<file path="config.mk">
export PLATFORM = sky130hd
export DESIGN_NAME = fetch_sequencer
export DESIGN_NICKNAME = d
export VERILOG_FILES = /design/src/rtl/fetch_sequencer.sv
export SDC_FILE = /design/constraint.sdc
export NUM_CORES = 1
export LEC_CHECK = 0
export ABC_AREA = 1
export CAP_MARGIN = 30
export CORE_MARGIN = 4
export CORE_UTILIZATION = 42
export CTS_BUF_LIST = sky130_fd_sc_hd__clkbuf_8
export DETAILED_ROUTE_END_ITERATION = 12
export PLACE_DENSITY = 0.84
export REMOVE_ABC_BUFFERS = 1
export SYNTH_ARGS = -nofsm -noshare
export SYNTH_HDL_FRONTEND = slang
export SYNTH_SLANG_ARGS = --single-unit
</file>
<file path="constraint.sdc">
create_clock -name clk -period 1.5 [get_ports clk]
set_clock_uncertainty 0.1 [all_clocks]
set_input_delay 0.3 -clock clk [delete_from_list [all_inputs] [get_ports clk]]
set_output_delay 0.3 -clock clk [all_outputs]
set_load 0.01 [all_outputs]
</file>
<file path="src/rtl/fetch_sequencer.sv">
// Instruction fetch sequencer: one outstanding imem request, one-entry
// output buffer toward decode, PC redirect with stale-response discard.
module fetch_sequencer #(
    parameter int                ADDR_W   = 16,
    parameter int                DATA_W   = 16,
    parameter int                PC_INC   = 1,
    parameter logic [ADDR_W-1:0] RESET_PC = '0
) (
    input  logic              clk,
    input  logic              reset,
    input  logic              enable,
    input  logic              redirect_valid,
    input  logic [ADDR_W-1:0] redirect_pc,
    output logic              imem_req,
    output logic [ADDR_W-1:0] imem_addr,
    input  logic              imem_ack,
    input  logic [DATA_W-1:0] imem_rdata,
    output logic              inst_valid,
    output logic [DATA_W-1:0] inst,
    output logic [ADDR_W-1:0] inst_pc,
    input  logic              inst_ready,
    output logic [ADDR_W-1:0] pc
);

    typedef enum logic [1:0] {
        IDLE,
        FETCH,
        HOLD,
        DISCARD
    } state_t;

    state_t            state;
    state_t            state_nxt;
    state_t            resume;
    logic              take;
    logic              load_addr;
    logic [ADDR_W-1:0] pc_nxt;

    always_ff @(posedge clk) begin
        if (reset) begin
            state <= IDLE;
        end else begin
            state <= state_nxt;
        end
    end

    always_comb begin
        resume    = enable ? FETCH : IDLE;
        state_nxt = state;
        unique case (state)
            IDLE: begin
                if (!redirect_valid && enable) begin
                    state_nxt = FETCH;
                end
            end
            FETCH: begin
                if (redirect_valid) begin
                    state_nxt = imem_ack ? resume : DISCARD;
                end else if (imem_ack) begin
                    state_nxt = HOLD;
                end
            end
            HOLD: begin
                if (redirect_valid || inst_ready) begin
                    state_nxt = resume;
                end
            end
            DISCARD: begin
                if (imem_ack) begin
                    state_nxt = resume;
                end
            end
            default: state_nxt = IDLE;
        endcase
    end

    always_comb begin
        imem_req = (state == FETCH) || (state == DISCARD);
        take     = (state == FETCH) && imem_ack && !redirect_valid;
        if (redirect_valid) begin
            pc_nxt = redirect_pc;
        end else if (take) begin
            pc_nxt = pc + ADDR_W'(PC_INC);
        end else begin
            pc_nxt = pc;
        end
        // A waiting FETCH keeps its address; any other entry into FETCH reloads it.
        load_addr = (state_nxt == FETCH) &&
                    !((state == FETCH) && !imem_ack);
    end

    always_ff @(posedge clk) begin
        if (reset) begin
            pc         <= RESET_PC;
            imem_addr  <= RESET_PC;
            inst_valid <= 1'b0;
            inst       <= '0;
            inst_pc    <= '0;
        end else begin
            pc <= pc_nxt;
            if (load_addr) begin
                imem_addr <= pc_nxt;
            end
            if (take) begin
                inst    <= imem_rdata;
                inst_pc <= imem_addr;
            end
            if (take) begin
                inst_valid <= 1'b1;
            end else if (redirect_valid || inst_ready) begin
                inst_valid <= 1'b0;
            end
        end
    end

endmodule

</file>
Yosys cells after proc, flatten, opt, wreduce, memory -nomap -nowiden
Index checks and enable logic that the tools add are counted.
{ "word_totals": {"word_cells": 35, "inputBits": 38, "reg_bits": 67, "out_inout_bits": 66} }
{ "classes": {"n_eq_ne": 4, "muxes": 12, "addsub": 1, "n_reduce_logical": 12} }
{ "op_table": {"columns": ["cell", "n"], "rows": [
  ["16-bit two-way mux", 2],
  ["16-bit by 1-bit adder with 16-bit output (second input constant)", 1],
  ["2-bit two-way mux", 6],
  ["2-bit case mux with 4 select lines", 1],
  ["1-bit logical AND", 5],
  ["2-bit by 1-bit == test with 1-bit output (second input constant)", 2],
  ["2-bit == test (second input constant)", 2],
  ["1-bit zero test", 3],
  ["1-bit two-way mux", 3],
  ["2-bit zero test", 1],
  ["1-bit logical OR", 2],
  ["2-bit nonzero test", 1]
]} }

Logic depth before layout (Yosys ltp)
Gate-level depths: netlist of run 1.
{ "depth": {"word_depth": 6, "depth_mapped": 12, "ltp_nobuf": 11} }

Least setup slack after synthesis of run 1
OpenSTA, ideal clock, no wires.
{ "synth_timing": {"path_kind": "register -> register", "start": "reg pc[0]", "end": "reg imem_addr[8]", "t_required_ns": 1.284, "slack_ns": -0.056, "period_less_slack_ns": 1.556, "n_path_buf": 0, "setup_time_ns": 0.116, "stages_incl_launch_ff": 11, "arrival_ns": 1.340, "path_cell_list": "dfxtp_1 > ha_1 > nand3_1 > nor2_1 > nand3_1 > inv_1 > nand2_1 > nand3_1 > nand2_1 > nor2_1 > nor2_1"} }
{ "synth_via": {"elab_chain_cells": 3} }
{ "synth_lines": {"columns": ["item", "line_no", "rtl"], "rows": [
  ["start, declared", "22", "output logic [ADDR_W-1:0] pc"],
  ["start signal, assigned", "100", "pc <= pc_nxt;"],
  ["16-bit by 1-bit adder with 16-bit output", "83", "pc_nxt = pc + ADDR_W'(PC_INC);"],
  ["16-bit two-way mux", "82", "end else if (take) begin"],
  ["16-bit two-way mux", "80", "if (redirect_valid) begin"],
  ["end signal, assigned", "102", "imem_addr <= pc_nxt;"],
  ["end, declared", "15", "output logic [ADDR_W-1:0] imem_addr,"]
]} }
No other way between the ends.
A chain may end at the register's enable or synchronous reset.

Final worst setup path of run 1
{ "layout_timing": {"start": "in enable", "end": "reg imem_addr[2]"} }
{ "layout_via": {"elab_chain_cells": 6, "word_cells_on_any_way": 10, "cone_classes": "1 x eq/ne; 7 x mux; 2 x reduce/logical"} }
{ "layout_lines": {"columns": ["item", "line_no", "rtl"], "rows": [
  ["start, declared", "11", "input logic enable,"],
  ["1-bit two-way mux", "48", "resume = enable ? FETCH : IDLE;"],
  ["2-bit two-way mux", "58", "state_nxt = imem_ack ? resume : DISCARD;"],
  ["2-bit two-way mux", "57", "if (redirect_valid) begin"],
  ["2-bit case mux with 4 select lines *", "50", "unique case (state)"],
  ["2-bit by 1-bit == test with 1-bit output *", "88", "load_addr = (state_nxt == FETCH) &&"],
  ["1-bit logical AND *", "88", null]
]} }
Mark *: on every way between the ends. The rest lies on a longest branch, timed or not.

==> out/metrics.yaml, run 1 <==
timing:
  post-route-period-util: 1.10
  worstMarginPinSlew_ns: 0.411
  relSlewSlack: 0.726
  whs_ns: 0.383
  setup_viol: 23
  rsz0062_at_grt: "yes"
  tns_ns: -2.39
  post-route-min-period_ns: 1.65
  fmax_mhz: 606
  drv_slew: 0
  finalWorstSetupSlack_ns: -0.151
  hold_violations: 0
routing:
  num_vias: 3303
  drt_iter0_drc: 206
  via_per_inst: 5.23
  drc: 0
  drt-total-wl_um: 9770
  routedWlPerCell_um: 15.5
  firstDrtPassIters: 4
  detail-route-antenna-nets: 0
die:
  rows: 29
  die_area_um2: 8280
  core_um2: 6530
  die_x_um: 91.0
  start_util: 0.443
  die_h_um: 91.0
  boundaryPins: 104
pwr:
  peakVddDrop_mv: 0.686
  leakage_uw: 0.00227
  p_per_area_nw_per_um2: 872
critical_path:
  cp-start-kind: "primary input"
  r2r-start: "pc[0]"
  crit_fanout: 8
  rr_endpoint: "imem_addr[8]"
  crit_type: "in -> reg"
  cp.required_ns: 1.64
  end_kind: "flip-flop"
  r2r_slack_ns: -0.14
  cp.arrival_ns: 1.79
  r2r_cells: 10
flow_run:
  cap_violations: 0
global_route:
  grt_start_max_net_pins: 36
  grt_use_total: 0.220
  antenna_found_initial: 0
  grt_pass1_vias: 3219
  overflow: 0
  grt_pass1_wl_um: 14900
placement:
  io_buffers: 103
  dp_slack_ns: -0.591
  dp_cells: 603
  hpwlAfterDp_um: 6180
  gp_congestion: 0.932
worst_hold_path:
  hold_path_depth: 2
  worstHoldPathType: "reg -> reg"
  holdPathEnd: "inst_pc[7]"
  hp-start: "imem_addr[7]"
synth:
  ys_types: 28
  syn_area_um2: 2890
  postSynthAreaPerCell_um2: 7.04
  ys_seq_elements: 67
  yosysWarnings: 0
  seq_area_frac_synth: 0.463
  synthCells: 411
run_status:
  violations: "setup timing"
  status: "finished, violations left"
cts:
  cts_tree: "yes"
  htreeDepth: 3
  cts.clk_slew.worst_paths_ns: 0.08
  postCtsHoldBufs: 0
  cts_sinks: 67
  cts_root_buf: "clkbuf_8"
  clock_latency_ns: 0.35
  clock_path_buffers: 2
  cts_buffers: 9
final_layout:
  final_cells: 632
  drive_gt1_frac: 0.272
  fin_nets: 589
  final_common_cell: "nand2_1"
  areaGrowthSynthToFinish_pct: 63.1
  final_cell_mix: "61 x nand2_1, 60 x dlygate4sd2_1, 57 x nor2_1, 57 x dfxtp_1, 38 x buf_4"
  antenna_cells: 0
critical path, cell delays in order:
cell and delay [ns]:
clkdlybuf4s50_1 0.47, nand3b_1 0.23, nand3_1 0.15, nand3_2 0.14
nand2_4 0.18, buf_8 0.17, nand2_2 0.06, nand2_2 0.06
a21oi_2 0.03
metrics by stage:
| step | power, µW | util | cell area, µm² |
|---|---|---|---|
| 2_1_floorplan | 2290 | - | 2790 |
| 3_3_place_gp | 2740 | 0.640 | 4180 |
| 3_5_place_dp | 2760 | 0.640 | 4180 |
| 4_1_cts | 4050 | 0.688 | 4500 |
| 5_1_grt | 4280 | 0.723 | 4720 |
| 6_report | 4110 | 0.723 | 4720 |
timing repair:
action / in CTS / in global routing
gates resized for setup: 133 / 61
setup endpoints to repair: 129 / 48
setup buffers: 3 / 9
gates cloned: 1 / 0
pin swaps: 13 / 18
cell usage after synthesis:
library cell  instances  area, µm²
nand3_1              34        170
inv_4                 1       6.26
xnor2_1               1       8.76
buf_1                 1       3.75
o21bai_1              3       22.5
buf_2                 5       25.0
a31oi_1               1       6.26
nand2_4               1       11.3
nand4_1               4       25.0
a21oi_1              40        200
dfxtp_1              67       1340
nand2_1              74        278
ha_1                  1       12.5
nor2_1               67        251
xor2_1                1       8.76
clkbuf_1             12       45.0
nand3_2               2       20.0
and2_1                1       6.26
o21ai_0              41        205
nand3b_1              1       7.51
inv_1                39        146
inv_2                 3       11.3
nor2_2                3       18.8
buf_6                 2       22.5
nor2_4                1       11.3
buf_4                 1       7.51
or2_1                 1       6.26
o21ai_1               3       15.0
cells by family (layout without fill, tap and decap cells):
kind of cell | after synthesis | in the layout | synth area share
AOI/OAI and AO/OA | 88 | 88 | 0.155
xor gates and xnor gates | 2 | 2 | 0.00605
DFF | 67 | 67 | 0.463
and+or+nand+nor | 189 | 189 | 0.278
buffers and inverters | 64 | 208 | 0.0925
adders and majority gates | 1 | 1 | 0.00432
power breakdown:
| group | switching (µW) | leakage, µW | internal [µW] |
|---|---|---|---|
| clock | 727 | 0.0000770 | 589 |
| combinational | 441 | 0.00164 | 391 |
| sequential | 82.4 | 0.000552 | 1880 |
cell type report:
class	instances	area, µm²
inverters	43	176
repair inverters	1	6.26
clock buffers	9	124
multi-input cells	280	1570
fillers	523	1810
repair buffers	148	1340
flip-flops and latches	67	1360
clock inverters	7	45.0
well taps	77	96.3
registers in the layout, summed over array words and instances, names as in the netlist:
signal / flops
state: 2
pc: 16
inst: 16
inst_valid: 1
inst_pc: 16
imem_addr: 16
metal layers:
metal  global-route usage  routed length (µm)
met1                0.252                3890
met2                0.383                4860
met3               0.0686                 728
met4               0.0842                 285
met5                    0                   0
how the worst max path moves through the flow:
stage,from,endpoint,cells past startpoint
4_1_cts,state[0],imem_addr[2],10
6_report,enable,imem_addr[2],9
3_5_place_dp,redirect_valid,imem_addr[10],10
5_1_grt,state[1],imem_addr[12],10
2_1_floorplan,state[0],imem_addr[8],9
3_3_place_gp,imem_ack,imem_addr[10],10
No activity file was read; power rests on OpenSTA's default activity.
==> inputs of run 2 (changes only) <==
--- a/config.mk
+++ b/config.mk
@@ -13,6 +13,7 @@
 export DETAILED_ROUTE_END_ITERATION = 12
 export PLACE_DENSITY = 0.84
 export REMOVE_ABC_BUFFERS = 1
+export SKIP_LAST_GASP = 1
 export SYNTH_ARGS = -nofsm -noshare
 export SYNTH_HDL_FRONTEND = slang
 export SYNTH_SLANG_ARGS = --single-unit
==> run 2 against run 1 <==
The run still ends with setup timing left; fmax fell by 0.38%; worst hold slack got worse by 0.0034 ns; critical path depth is the same; cell area decreased by 1.9%; clock-buffer cell count unchanged; cell count is 0.79% lower; clock power hardly changed; setup slack worse by 0.0062 ns.
==> out/metrics.yaml, run 2 (synthesis results as in run 1) <==
run_status:
  violations: "setup timing"
  status: "finished, violations left"
placement:
  io_buffers: 103
  dpl_cell_area_um2: 4180
  hpwlAfterDp_um: 6180
  gp_congestion: 0.932
  dp_slack_ns: -0.591
final_layout:
  antenna_cells: 0
  drive_gt1_frac: 0.240
  final_util: 0.709
  final_common_cell: "nand2_1"
  final_cell_area_um2: 4630
  fin_nets: 584
  final_cell_mix: "65 x nand2_1, 60 x dlygate4sd2_1, 58 x nor2_1"
  areaGrowthSynthToFinish_pct: 60.0
timing:
  fmax_mhz: 603
  setup_viol: 21
  whs_ns: 0.379
  post-route-min-period_ns: 1.66
  finalWorstSetupSlack_ns: -0.158
  rsz0062_at_grt: "yes"
  worstMarginPinSlew_ns: 0.439
  post-route-period-util: 1.11
  drv_slew: 0
  relSlewSlack: 0.707
  hold_violations: 0
cts:
  cts_buffers: 9
  postCtsHoldBufs: 0
  clock_path_buffers: 2
  htreeDepth: 3
  cts_tree: "yes"
  cts_sinks: 67
  cts_root_buf: "clkbuf_8"
  cts.clk_slew.worst_paths_ns: 0.07
  clock_latency_ns: 0.34
flow_run:
  cap_violations: 0
pwr:
  peakVddDrop_mv: 0.687
  p_per_area_nw_per_um2: 879
  p_seq_frac: 0.483
  switching_share: 0.299
  p_clk_frac: 0.319
  leakage_uw: 0.00223
  combPwrFrac: 0.198
  p_int_uw: 2850
  switchingPower_uw: 1220
die:
  core_um2: 6530
  rows: 29
  die_x_um: 91.0
  start_util: 0.443
  boundaryPins: 104
  die_h_um: 91.0
  die_area_um2: 8280
global_route:
  antenna_found_initial: 0
  grt_pass1_wl_um: 14800
  overflow: 0
  grt_start_max_net_pins: 36
  grt_use_total: 0.218
  grt_pass1_vias: 3203
routing:
  num_vias: 3194
  routedWlPerCell_um: 14.9
  via_per_inst: 5.09
  detail-route-antenna-nets: 0
  drt-total-wl_um: 9330
  drc: 0
  drt_iter0_drc: 166
  firstDrtPassIters: 4
critical_path:
  r2r-start: "state[1]"
  cp.required_ns: 1.63
  critical_path.cell_chain: "clkdlybuf4s50_1 > nand3b_1 > nand3_1 > nand3_2 > nand2_4 > buf_8 > nand2_2 > nand2_2 > a21oi_2"
  r2r_slack_ns: -0.11
  r2r_cells: 10
  crit_path_max_incr_delay_ns: 0.48
  crit_end: "imem_addr[2]"
  rr_endpoint: "imem_addr[15]"
  crit_type: "in -> reg"
  crit_top_cell: "nand2_2"
  end_kind: "flip-flop"
  crit_fanout: 8
  crit_start: "enable"
  cp_slowest_cell: "clkdlybuf4s50_1"
  cp.arrival_ns: 1.79
  cp-start-kind: "primary input"
worst_hold_path:
  worstHoldPathType: "reg -> reg"
## run 2: cell count changes in the layout (fill, tap and decap cells not counted), moves of 4 or more
cell | before | now
o21ai_0 | 31 | 38
nand2_1 | 61 | 65
o21ai_1 | 8 | 3
a21oi_2 | 19 | 12
nand2_2 | 12 | 8
a21oi_1 | 21 | 27
buf_4 | 38 | 34
## run 2: what timing repair did
action / in CTS / in global routing
gates cloned: 1 / 0
gates resized for setup: 129 / 43
endpoints found under the setup margin: 129 / 58
pin swaps: 13 / 6
setup buffers: 3 / 4
## run 2: cell type report
class                   count  area (µm²)
inverters                  43         176
repair inverters            1        6.26
multi-input cells         280        1530
flip-flops and latches     67        1360
well taps                  77        96.3
fillers                   536        1900
clock buffers               9         124
clock inverters             7        45.0
repair buffers            143        1290
## run 2: metrics by stage
stage          cells  TNS (ns)  total power (µW)
2_1_floorplan    390    -23.05              2290
3_3_place_gp     603    -27.69              2740
3_5_place_dp     603    -31.58              2760
4_1_cts          623     -1.15              4050
5_1_grt          627     -4.10              4250
6_report         627     -2.03              4070
## run 2: worst max-delay path, delay by kind of cell
family / cells / cell delay (ns)
buffers and inverters: 2 / 0.65
AO/OA/AOI/OAI: 1 / 0.03
AND/OR/NAND/NOR: 6 / 0.79
## run 2: power groups by stage
stage	combinational [µW]	sequential, µW	clock [µW]
6_report	805	1960	1300
5_1_grt	877	1980	1400
4_1_cts	773	1960	1320
3_5_place_dp	767	2000	0
3_3_place_gp	748	2000	0
2_1_floorplan	251	2040	0
## run 2: worst min-delay path by stage
stage | start | cells after the start | slack, ns | end
after global placement | imem_addr[8] | 2 | 0.36 | inst_pc[8]
after global routing | inst_valid | 2 | 0.41 | inst_valid
after floorplan | reset | 1 | 0.27 | imem_addr[4]
final | imem_addr[7] | 2 | 0.38 | inst_pc[7]
after detailed placement | imem_addr[14] | 2 | 0.36 | inst_pc[14]
after CTS | imem_addr[8] | 2 | 0.38 | inst_pc[8]
## run 2: metal layers
layer | wire [µm] | vias up | track usage
li1 | - | 1594 | -
met1 | 3870 | 1441 | 0.255
met2 | 4660 | 142 | 0.384
met3 | 647 | 17 | 0.0653
met4 | 155 | 0 | 0.0691
met5 | 0 | - | 0
==> inputs of run 3 (changes only) <==
--- a/config.mk
+++ b/config.mk
@@ -6,8 +6,6 @@
 export NUM_CORES = 1
 export LEC_CHECK = 0
 export ABC_AREA = 1
-export CAP_MARGIN = 30
-export CORE_MARGIN = 4
 export CORE_UTILIZATION = 42
 export CTS_BUF_LIST = sky130_fd_sc_hd__clkbuf_8
 export DETAILED_ROUTE_END_ITERATION = 12
==> run 3 against run 2 <==
The flow still finishes with violations (setup timing); worst hold slack worse by 0.016 ns; register-to-register slack worse by 0.08 ns; routed wire length up 8.6%; sequential share of layout area down 0.41 points; cell area up 1.2%; non-clock buffer count up 5; via count up 7.2%; cell count up 0.64%; sequential power about the same; clock-buffer cell count unchanged; combinational power up 0.5%; largest cell class unchanged.
==> out/metrics.yaml, run 3 (synthesis results as in run 1) <==
run_status:
  status: "finished, violations left"
  violations: "setup timing"
routing:
  drt_iter0_drc: 339
  detail-route-antenna-nets: 0
  num_vias: 3424
  firstDrtPassIters: 5
  drc: 0
  drt-total-wl_um: 10100
  via_per_inst: 5.43
  routedWlPerCell_um: 16.1
die:
  core_um2: 6490
  boundaryPins: 104
  die_area_um2: 7230
  die_h_um: 85.0
  rows: 29
  start_util: 0.446
  die_x_um: 85.0
final_layout:
  nFillCells: 490
  drive_gt1_frac: 0.235
  final_cells: 631
  ff_latch_area_um2: 1360
  final_common_cell: "nand2_1"
  multiInputGateArea_um2: 1520
  antenna_cells: 0
  areaGrowthSynthToFinish_pct: 61.9
  final_cell_mix: "65 x nand2_1, 62 x dlygate4sd2_1, 60 x nor2_1"
  fin_nets: 588
critical_path:
  crit_fanout: 4
  crit_type: "reg -> reg"
  cp.arrival_ns: 1.88
  cp.required_ns: 1.69
  end_kind: "flip-flop"
  r2r_slack_ns: -0.19
  cp-start-kind: "flip-flop"
timing:
  rsz0062_at_grt: "yes"
  finalWorstSetupSlack_ns: -0.193
  fmax_mhz: 591
  worstMarginPinSlew_ns: 0.341
  post-route-min-period_ns: 1.69
  setup_viol: 29
  hold_violations: 0
  tns_ns: -2.70
  drv_slew: 0
  post-route-period-util: 1.13
  relSlewSlack: 0.770
cts:
  cts.clk_slew.worst_paths_ns: 0.08
  clock_latency_ns: 0.35
  htreeDepth: 3
  cts_root_buf: "clkbuf_8"
  cts_buffers: 9
  postCtsHoldBufs: 0
  clock_path_buffers: 2
  cts_sinks: 67
  cts_tree: "yes"
global_route:
  grt_use_total: 0.261
  antenna_found_initial: 0
  overflow: 0
  grt_pass1_vias: 3185
  grt_start_max_net_pins: 36
  grt_pass1_wl_um: 14900
pwr:
  peakVddDrop_mv: 0.726
  leakage_uw: 0.00229
  power_uw: 4290
  p_per_area_nw_per_um2: 916
placement:
  gp_congestion: 0.892
  hpwlAfterDp_um: 5930
  io_buffers: 103
  dp_cells: 603
  dp_slack_ns: -0.632
worst_hold_path:
  worstHoldPathType: "in -> reg"
flow_run:
  cap_violations: 0
[run 3: what timing repair did]
item / CTS / global route
pin swaps: 10 / 15
setup endpoints to repair: 126 / 59
endpoints found under the hold margin: 0 / 0
setup buffers: 8 / 6
resized for setup: 126 / 34
[run 3: layout make-up]
cell class | instances | share of cell area
multi-input cells | 280 | 0.324
inverters | 43 | 0.0387
repair buffers | 148 | 0.284
clock inverters | 7 | 0.0166
flip-flops and latches | 67 | 0.290
clock buffers | 9 | 0.0264
well taps | 77 | 0.0206
[run 3: report_power, final]
group          switching, µW  internal, µW  leakage [µW]  total (µW)
logic                    432           377       0.00164         809
clock network            743           778     0.0000998        1520
registers               80.2          1880      0.000551        1960
total                   1260          3040       0.00229        4290
[run 3: metrics by stage]
| stage | utilization | hold slack [ns] | area (µm²) |
|---|---|---|---|
| 5_1_grt | 0.721 | 0.382 | 4690 |
| 3_3_place_gp | 0.646 | 0.352 | 4200 |
| 6_report | 0.721 | 0.363 | 4690 |
| 4_1_cts | 0.702 | 0.347 | 4560 |
| 3_5_place_dp | 0.646 | 0.360 | 4200 |
| 2_1_floorplan | - | 0.269 | 2790 |
[run 3: final timing paths]
kind	to	depth (start not counted)	start
worst max-delay path	imem_addr[12]	10	pc[1]
worst max register to register	imem_addr[12]	10	pc[1]
worst min register to register	inst_pc[11]	2	imem_addr[11]
worst min-delay path	inst_valid	4	redirect_valid
[run 3: layer usage]
metal / part of all wire / track usage
met5: 0 / 0
met4: 0.038 / 0.140
met3: 0.084 / 0.0457
met2: 0.48 / 0.434
met1: 0.40 / 0.323
[run 3: critical path, cell delays in order, from the launching register on]
cell     delay (ns)
dfxtp_2        0.35
ha_2           0.21
nand3_4        0.11
nor2_4         0.19
buf_4          0.14
nand4_1        0.13
nand2_1        0.10
nand3_1        0.10
nand3_1        0.09
nand2_1        0.06
inv_1          0.06
